File: config.mk
export PLATFORM = sky130hd
export DESIGN_NAME = pht_update_ctrl
export DESIGN_NICKNAME = d
export VERILOG_FILES = /design/src/rtl/bp_pkg.sv /design/src/rtl/bp_sync_fifo.sv /design/src/rtl/pht_update_ctrl.sv
export SDC_FILE = /design/constraint.sdc
export NUM_CORES = 1
export LEC_CHECK = 0
export ABC_AREA = 0
export BUFFER_PORTS_ARGS = -buffer_cell sky130_fd_sc_hd__buf_4
export CORE_AREA = 2 2 68 70
export DETAILED_ROUTE_END_ITERATION = 16
export DIE_AREA = 0 0 70 72
export GPL_TIMING_DRIVEN = 0
export PLACE_DENSITY = 0.77
export RECOVER_POWER = 100
export SLEW_MARGIN = 20
export SYNTH_ARGS = -nofsm -noshare
export SYNTH_HDL_FRONTEND = slang
export SYNTH_SLANG_ARGS = --single-unit
export TNS_END_PERCENT = 1
File: constraint.sdc
create_clock -name clk -period 2.3 [get_ports clk]
set_input_delay 0.46 -clock clk [delete_from_list [all_inputs] [get_ports clk]]
set_output_delay 0.46 -clock clk [all_outputs]
set_load 0.02 [all_outputs]
File: src/rtl/bp_pkg.sv
// Shared branch-predictor types for the pattern-history table update path.
package bp_pkg;

    localparam int unsigned PHT_N        = 128;
    localparam int unsigned PHT_IDX_W    = $clog2(PHT_N);
    localparam logic [1:0]  PHT_INIT_VAL = 2'b01;

    typedef struct packed {
        logic [PHT_IDX_W-1:0] idx;
        logic                 taken;
    } pht_upd_t;

    typedef enum logic {
        INIT = 1'b0,
        RUN  = 1'b1
    } pht_ctrl_state_e;

endpackage

File: src/rtl/bp_sync_fifo.sv
// Strictly in-order synchronous FIFO with synchronous flush; used for the branch resolution queue.
module bp_sync_fifo #(
    parameter int unsigned WIDTH = 8,
    parameter int unsigned DEPTH = 4
) (
    input  logic                           clk_i,
    input  logic                           rst_ni,
    input  logic                           flush_i,
    input  logic                           push_i,
    input  logic [WIDTH-1:0]               wdata_i,
    input  logic                           pop_i,
    output logic [WIDTH-1:0]               rdata_o,
    output logic                           full_o,
    output logic                           empty_o,
    output logic [$clog2(DEPTH+1)-1:0]     count_o
);

    localparam int unsigned PtrW = $clog2(DEPTH);
    localparam int unsigned CntW = $clog2(DEPTH + 1);

    logic [WIDTH-1:0] mem_q [DEPTH];
    logic [PtrW-1:0]  wr_ptr_q, rd_ptr_q;
    logic [CntW-1:0]  count_q;
    logic             push_ok, pop_ok;

    assign full_o  = (count_q == CntW'(DEPTH));
    assign empty_o = (count_q == '0);
    assign count_o = count_q;
    assign rdata_o = mem_q[rd_ptr_q];
    assign push_ok = push_i && !full_o;
    assign pop_ok  = pop_i && !empty_o;

    always_ff @(posedge clk_i) begin
        if (!rst_ni || flush_i) begin
            wr_ptr_q <= '0;
            rd_ptr_q <= '0;
            count_q  <= '0;
        end else begin
            // Pointers are power-of-two wide, so increment wraps modulo DEPTH.
            if (push_ok) wr_ptr_q <= wr_ptr_q + 1'b1;
            if (pop_ok)  rd_ptr_q <= rd_ptr_q + 1'b1;
            unique case ({push_ok, pop_ok})
                2'b10:   count_q <= count_q + 1'b1;
                2'b01:   count_q <= count_q - 1'b1;
                default: count_q <= count_q;
            endcase
        end
    end

    always_ff @(posedge clk_i) begin
        if (push_ok && !flush_i) mem_q[wr_ptr_q] <= wdata_i;
    end

endmodule

File: src/rtl/pht_update_ctrl.sv
// Sequences PHT writes: init sweep after reset/init_req, then in-order drain of EX resolutions.
// Optional same-cycle bypass of an empty queue is enabled by defining PHT_UPD_BYPASS_EN.
module pht_update_ctrl
    import bp_pkg::*;
#(
    parameter int unsigned N      = 128,
    parameter int unsigned QDEPTH = 4
) (
    input  logic                          clk,
    input  logic                          rst_n,
    input  logic                          res_valid,
    input  logic                          res_taken,
    input  logic [$clog2(N)-1:0]          res_idx,
    output logic                          res_ready,
    input  logic                          init_req,
    input  logic                          pht_busy,
    output logic                          pht_we,
    output logic [$clog2(N)-1:0]          pht_idx,
    output logic                          pht_init,
    output logic                          pht_taken,
    output logic                          busy,
    output logic [$clog2(QDEPTH+1)-1:0]   q_count
);

    localparam int unsigned IdxW = $clog2(N);
    localparam int unsigned CntW = $clog2(QDEPTH + 1);

    pht_ctrl_state_e  state_q, state_d;
    logic [IdxW-1:0]  sweep_q, sweep_d;

    logic             run, bypass, issue;
    logic             fifo_push, fifo_pop, fifo_flush, fifo_full, fifo_empty;
    logic [IdxW:0]    fifo_head;
    logic [CntW-1:0]  fifo_count;

    assign run        = rst_n && (state_q == RUN);
    assign res_ready  = run && !fifo_full;
    assign issue      = run && !fifo_empty && !pht_busy;

`ifdef PHT_UPD_BYPASS_EN
    assign bypass     = run && fifo_empty && res_valid && !pht_busy && !init_req;
`else
    assign bypass     = 1'b0;
`endif

    // A resolution arriving with init_req is discarded along with the queue.
    assign fifo_push  = res_valid && res_ready && !init_req && !bypass;
    assign fifo_pop   = issue;
    assign fifo_flush = (state_q == RUN) && init_req;

    bp_sync_fifo #(
        .WIDTH (IdxW + 1),
        .DEPTH (QDEPTH)
    ) u_res_fifo (
        .clk_i   (clk),
        .rst_ni  (rst_n),
        .flush_i (fifo_flush),
        .push_i  (fifo_push),
        .wdata_i ({res_idx, res_taken}),
        .pop_i   (fifo_pop),
        .rdata_o (fifo_head),
        .full_o  (fifo_full),
        .empty_o (fifo_empty),
        .count_o (fifo_count)
    );

    always_comb begin
        state_d = state_q;
        sweep_d = sweep_q;
        if (state_q == INIT) begin
            sweep_d = sweep_q + 1'b1;
            if (sweep_q == IdxW'(N - 1)) state_d = RUN;
        end
        if (init_req) begin
            state_d = INIT;
            sweep_d = '0;
        end
    end

    always_ff @(posedge clk) begin
        if (!rst_n) begin
            state_q <= INIT;
            sweep_q <= '0;
        end else begin
            state_q <= state_d;
            sweep_q <= sweep_d;
        end
    end

    always_comb begin
        pht_we    = 1'b0;
        pht_idx   = '0;
        pht_init  = 1'b0;
        pht_taken = 1'b0;
        if (!rst_n) begin
            pht_we = 1'b0;
        end else if (state_q == INIT) begin
            pht_we   = 1'b1;
            pht_init = 1'b1;
            pht_idx  = sweep_q;
        end else if (issue) begin
            pht_we    = 1'b1;
            pht_idx   = fifo_head[IdxW:1];
            pht_taken = fifo_head[0];
        end else if (bypass) begin
            pht_we    = 1'b1;
            pht_idx   = res_idx;
            pht_taken = res_taken;
        end
    end

    assign busy    = !rst_n || (state_q == INIT);
    assign q_count = rst_n ? fifo_count : '0;

endmodule

# ---- After elaboration in Yosys (flattened, before gate mapping)
# Memory sizes are Yosys's and may differ from the RTL's. A register that Yosys moved wholly into a read port is not among the register bits.
# Index checks and enable logic that the tools add are counted.
dict set report word_totals {
  register_bits 15
  ramBits 32
  in_bits 13
  out_inout_bits 15
  elab_cells 57
  n_memories 1
}
# name words word_bits rd rd_clocked_by_memory_dff wr line
set memory_table {}
lappend memory_table {u_res_fifo.mem_q 4 8 1 1 1 bp_sync_fifo.sv:21} ;# logic [WIDTH-1:0] mem_q [DEPTH];
dict set report classes {
  add_sub_neg 5
  n_eq_ne 4
  muxes 19
  bitwise_logic 2
  reduce_logical 21
}
# cell n
set ops {}
lappend ops {{$mux W7} 3}
lappend ops {{$mux W1} 12}
lappend ops {{$logic_and A1 B1 Y1} 10}
lappend ops {{$add A7 B1 Y7 const B} 1}
lappend ops {{$eq A7 B7 Y1 const B} 1}
lappend ops {{$logic_not A1 Y1} 6}
lappend ops {{$pmux W3 S2} 1}
lappend ops {{$add A2 B1 Y2 const B} 2}
lappend ops {{$mux W2} 2}
lappend ops {{$add A3 B1 Y3 const B} 1}
lappend ops {{$eq A3 B3 Y1 const B} 1}
lappend ops {{$logic_not A3 Y1} 1}
lappend ops {{$mux W3} 1}
lappend ops {{$sub A3 B1 Y3 const B} 1}
lappend ops {{$eq A2 B1 Y1 const B} 1}
lappend ops {{$eq A2 B2 Y1 const B} 1}
lappend ops {{$logic_or A1 B1 Y1} 2}
lappend ops {{$not A1 Y1} 2}
lappend ops {{$reduce_bool A2 Y1} 1}
lappend ops {{$reduce_or A2 Y1} 1}

# ---- Longest topological paths before layout
dict set report logic_depth {
  word_depth 9
  mapped_depth 10
  ltp_nobuf 9
}

# ---- Cells and area by module
# A second synthesis with hierarchy kept.
dict set report hier_totals {
  cells_unflattened 154
  hier_area_um2 2132.0
}
# mod n_inst cells_per_inst area_per_inst_um2 seq_area_each_um2
set modules_own_cells {}
lappend modules_own_cells {bp_sync_fifo 1 97 1647.8 1141.1}
lappend modules_own_cells {pht_update_ctrl 1 57 484.2 160.2}

# ---- Least setup slack after synthesis
# No wires, ideal clock.
dict set report synth_timing {
  kind {input to register}
  from {input port rst_n}
  to {register u_res_fifo.count_q[2], in the netlist u_res_fifo.count_o[2]}
  setup_ns 0.070
  arrival_ns 2.267
  t_required_ns 2.230
  path_slack_ns -0.037
  stages 8
  n_path_buf 0
  path_cell_list {nand2_1 nor3_2 ha_1 inv_1 fa_1 xor2_1 or3_1 a21oi_1}
}
dict set report synth_via {
  elab_cells_between_ends 14
  cone_classes {eq/ne (2); mux (1); reduce/logical (11)}
}
# item line
set synth_rtl {}
lappend synth_rtl {{start, declared} pht_update_ctrl.sv:10} ;# input logic rst_n,
lappend synth_rtl {{$logic_and A1 B1 Y1 *} pht_update_ctrl.sv:36} ;# assign run = rst_n && (state_q == RUN);
lappend synth_rtl {{$logic_and A1 B1 Y1 * (2 in series)} pht_update_ctrl.sv:38} ;# assign issue = run && !fifo_empty && !pht_busy;
lappend synth_rtl {{$logic_and A1 B1 Y1 *} bp_sync_fifo.sv:31} ;# assign pop_ok = pop_i && !empty_o;
lappend synth_rtl {{net u_res_fifo.pop_ok} bp_sync_fifo.sv:24} ;# logic push_ok, pop_ok;
lappend synth_rtl {{$eq A2 B1 Y1 or $eq A2 B2 Y1 (tied branches)} bp_sync_fifo.sv:42} ;# unique case ({push_ok, pop_ok})
lappend synth_rtl {{$pmux W3 S2 or $reduce_bool A2 Y1 (tied branches)} --}
lappend synth_rtl {{end signal, assigned} bp_sync_fifo.sv:43} ;# 2'b10: count_q <= count_q + 1'b1;
lappend synth_rtl {{end signal, assigned} bp_sync_fifo.sv:44} ;# 2'b01: count_q <= count_q - 1'b1;
lappend synth_rtl {{end signal, assigned} bp_sync_fifo.sv:45} ;# default: count_q <= count_q;
lappend synth_rtl {{end, declared} bp_sync_fifo.sv:23} ;# logic [CntW-1:0] count_q;
# Mark *: on every way through the listed nets, which the timed path passes. The rest lies on a longest branch.
# A chain may end at the register's enable or synchronous reset.

# ---- Worst setup path in the final report
dict set report layout_timing {
  from {register u_res_fifo.count_q[0], in the netlist u_res_fifo.count_o[0]}
  to {output port pht_we}
}
dict set report layout_via {
  elab_chain_cells 7
}
# item line
set layout_lines {}
lappend layout_lines {{$logic_not A3 Y1} bp_sync_fifo.sv:27} ;# assign empty_o = (count_q == '0);
lappend layout_lines {{$logic_not A1 Y1} pht_update_ctrl.sv:38}
lappend layout_lines {{$logic_and A1 B1 Y1 (2 in series)} pht_update_ctrl.sv:38}
lappend layout_lines {{$mux W1} pht_update_ctrl.sv:101} ;# end else if (issue) begin
lappend layout_lines {{$mux W1} pht_update_ctrl.sv:97} ;# end else if (state_q == INIT) begin
lappend layout_lines {{$mux W1} pht_update_ctrl.sv:95} ;# if (!rst_n) begin
lappend layout_lines {{end, declared} pht_update_ctrl.sv:17} ;# output logic pht_we,
# No other way between the ends.

==> summary.txt <==
reg2reg end: u_res_fifo.count_o[2]$_SDFFE_PP0P_
crit path to: pht_we
most common cell after layout, fill and taps aside: edfxtp_1
worst hold stages: 1
TritonCTS clock tree: built
area share of the largest cell type after synthesis: 0.452
worst path required time: 1.84 ns
post-route insts no fill: 238
post-route ant nets: 0
most frequent CP cell: buf_4
VDD IR max: 0.000400 V
fin crit period: 2.21 ns
Unique masters post-synth: 42
leading area contributor after synthesis: edfxtp_1
DIE WIDTH: 70 um
Rel. slew slack: 0.711
CTS Buf Count: 5
Worst Max-Slew Pin Slew: 0.433 ns
YS warnings: 0
RSZ-0062 raised after global routing: no
CP startpoint: u_res_fifo.count_o[0]$_SDFFE_PP0P_
Placer Congestion: 0.743
P_sw: 320 uW
I/O pin count: 28
number of buffers and inverters on the critical path: 2
total track usage: 0.168
via count: 1,298
clock power share: 0.342
R2R Setup Slk: 0.10 ns
DR top layer: met4
Final setup viols: 0
CP Launch Type: flip-flop
WP data arrival: 1.75 ns
Clock Skew: 0.00721 ns
critical path class: flip-flop to primary output
top cells by area, synth: edfxtp_1, dfxtp_1, mux4_2
Seq cells post-synth: 49
Layout area overhead: 15.4%
Post-Route M1 WL: 1690 um
FP Rows: 24
status: finished, final reports clean
core area: 4260 um2
slowest stage cell, crit path: dfxtp_4
GRT overflow: 0
Final Slew Violations: 0
CP Cell Sequence: nor3_2 > nor3_4 > buf_4 > or2_2 > buf_4
logic gate share of total power: 0.028
met2 routed WL: 2000 um
DR pass1 iterations: 4
Max Cap Viol: 0
number of global-route vias before repair: 1,305
Mapped Cells: 151
sequential share of power: 0.630
CTS H-tree depth: 2
Fmax: 0.452 GHz
CTS clock-pin slew for the worst setup and hold paths: 0.09 ns
register area share after synthesis: 0.612
n_diodes: 0
Initial Util: 0.498
Die H: 72 um
Die ar.: 5040 um2
leading cell types in the layout, fill and taps excluded: edfxtp_1, clkbuf_1, dfxtp_1
DRT iter0 DRCs: 66
via-per-instance ratio: 5.45
latest clock arrival within the worst-skew pair: 0.30 ns
reg2reg start: u_res_fifo.count_o[1]$_SDFFE_PP0P_
initial antenna violation count: 0
# clock sinks: 49
Max Root-Sink Buffers: 2
Hold-fix buffers, CTS: 0
CP endpoint kind: primary output
layout cell share with drive strength beyond 1: 0.242
Hold Violations, Final: 0
Root Buffer: clkbuf_8
largest net degree at the start of global routing: 17
DR WL met3: 134 um
WL/cell: 16.4 um
period utilization: 0.962
detailed-route DRC error count: 0
port bufs: 27
HPWL Detailed: 2760 um
synthesized cell area: 2120 um2
min-delay worst type: input pin to flip-flop
Post-Syn Nets: 171
Critical Path Fanout Max: 9
worst reg2reg path depth: 9
global-route wire length before repair: 6450 um
Leakage: 0.000854 uW
crit-path max cell delay: 0.37 ns
Setup WS pre-CTS: -0.241 ns
# nets final: 205
internal power: 1160 uW
CP top delay family: simple AND/OR/NAND/NOR gates
drt total wl: 3900 um
Crit path depth: 5
sw frac: 0.216
syn avg cell area: 14.1 um2
dpl cells: 230
pwr dens: 605 nW/um2
post-route setup slack: 0.0870 ns
cell usage after synthesis:
master	number
edfxtp_1	32
dfxtp_1	17
nor2_1	11
mux4_2	8
a22o_1	7
inv_1	7
ha_1	6
nand2_1	6
a21oi_1	5
xor2_1	5
and2_1	4
and3_1	4
nor2b_1	3
o21ai_0	3
clkbuf_1	2
mux2i_1	2
nand3_1	2
nand4b_1	2
or3_1	2
a21boi_0	1
a31oi_1	1
and2_4	1
and4_1	1
and4b_1	1
buf_1	1
buf_2	1
buf_4	1
buf_6	1
fa_1	1
mux2_2	1
nand2b_1	1
nand3b_1	1
nor3_1	1
nor3_2	1
nor4b_1	1
o31ai_1	1
o31ai_2	1
or2_2	1
or2b_1	1
or3b_1	1
or4_1	1
xnor2_1	1
routing by layer:
layer | vias up | global-route usage
met5 | - | 0
met4 | 0 | 0.0705
met3 | 6 | 0.0292
met2 | 27 | 0.287
met1 | 637 | 0.213
li1 | 628 | -
logic make-up (layout without fill, tap and decap cells):
kind of cell | count (synthesis) | in the layout | share of synthesized area
and+or+nand+nor | 46 | 46 | 0.126
muxes | 11 | 11 | 0.0995
AOI/OAI and AO/OA | 19 | 19 | 0.0636
adders and majority gates | 7 | 7 | 0.0448
xor gates and xnor gates | 6 | 6 | 0.0247
DFF | 49 | 49 | 0.612
buffers and inverters | 13 | 48 | 0.0289
power by group through the flow:
stage          registers, uW  clock network, uW  logic, uW
6_report                 934                508       41.4
5_1_grt                  935                545       47.0
4_1_cts                  937                514       49.7
3_5_place_dp             958                  0       49.6
3_3_place_gp             958                  0       46.2
2_1_floorplan            958                  0       17.3
what timing repair did:
item | 4_1_cts | 5_1_grt
buffers inserted | 0 | 2
cloned | 0 | 0
endpoints found under the setup margin | 2 | 2
pin swaps | 0 | 3
resized for setup | 6 | 4
how the worst min path moves through the flow:
| stage | from | end | slack, ns |
|---|---|---|---|
| 4_1_cts | res_idx[5] | u_res_fifo.mem_q[1][6]$_DFFE_PP_ | 0.35 |
| 6_report | res_idx[5] | u_res_fifo.mem_q[1][6]$_DFFE_PP_ | 0.42 |
| 3_5_place_dp | u_res_fifo.rd_ptr_q[1]$_SDFFE_PP0P_ | u_res_fifo.rd_ptr_q[1]$_SDFFE_PP0P_ | 0.49 |
| 3_3_place_gp | u_res_fifo.rd_ptr_q[1]$_SDFFE_PP0P_ | u_res_fifo.rd_ptr_q[1]$_SDFFE_PP0P_ | 0.46 |
| 5_1_grt | res_taken | u_res_fifo.mem_q[1][0]$_DFFE_PP_ | 0.44 |
| 2_1_floorplan | u_res_fifo.rd_ptr_q[1]$_SDFFE_PP0P_ | flip-flop | 0.45 |
state kept, by name, summed over array words and instances (netlist names), named ones only:
signal	flops
u_res_fifo.count_o	3
u_res_fifo.rd_ptr_q	2
u_res_fifo.mem_q	32
u_res_fifo.wr_ptr_q	2
sweep_q	7
state_q	1
metrics by stage:
step	setup TNS, ns	hold slack [ns]	utilization	total power (uW)	area, um2
2_1_floorplan	0	0.445	-	975	2130
3_3_place_gp	-0.163	0.459	0.563	1000	2400
3_5_place_dp	-0.241	0.489	0.563	1010	2400
4_1_cts	-0.0283	0.347	0.586	1500	2500
5_1_grt	0	0.443	0.575	1530	2450
6_report	0	0.416	0.575	1480	2450
layout make-up:
type                       instances  area, um2
fill                             336       1810
sequential                        49       1310
multi-input combinational         89        781
timing repair buffer              29        151
clock buffer                       5       68.8
tap                               52       65.1
buffer                             4       26.3
inverter                           7       26.3
clock inverter                     3       21.3
No activity file was read; power rests on OpenSTA's default activity.
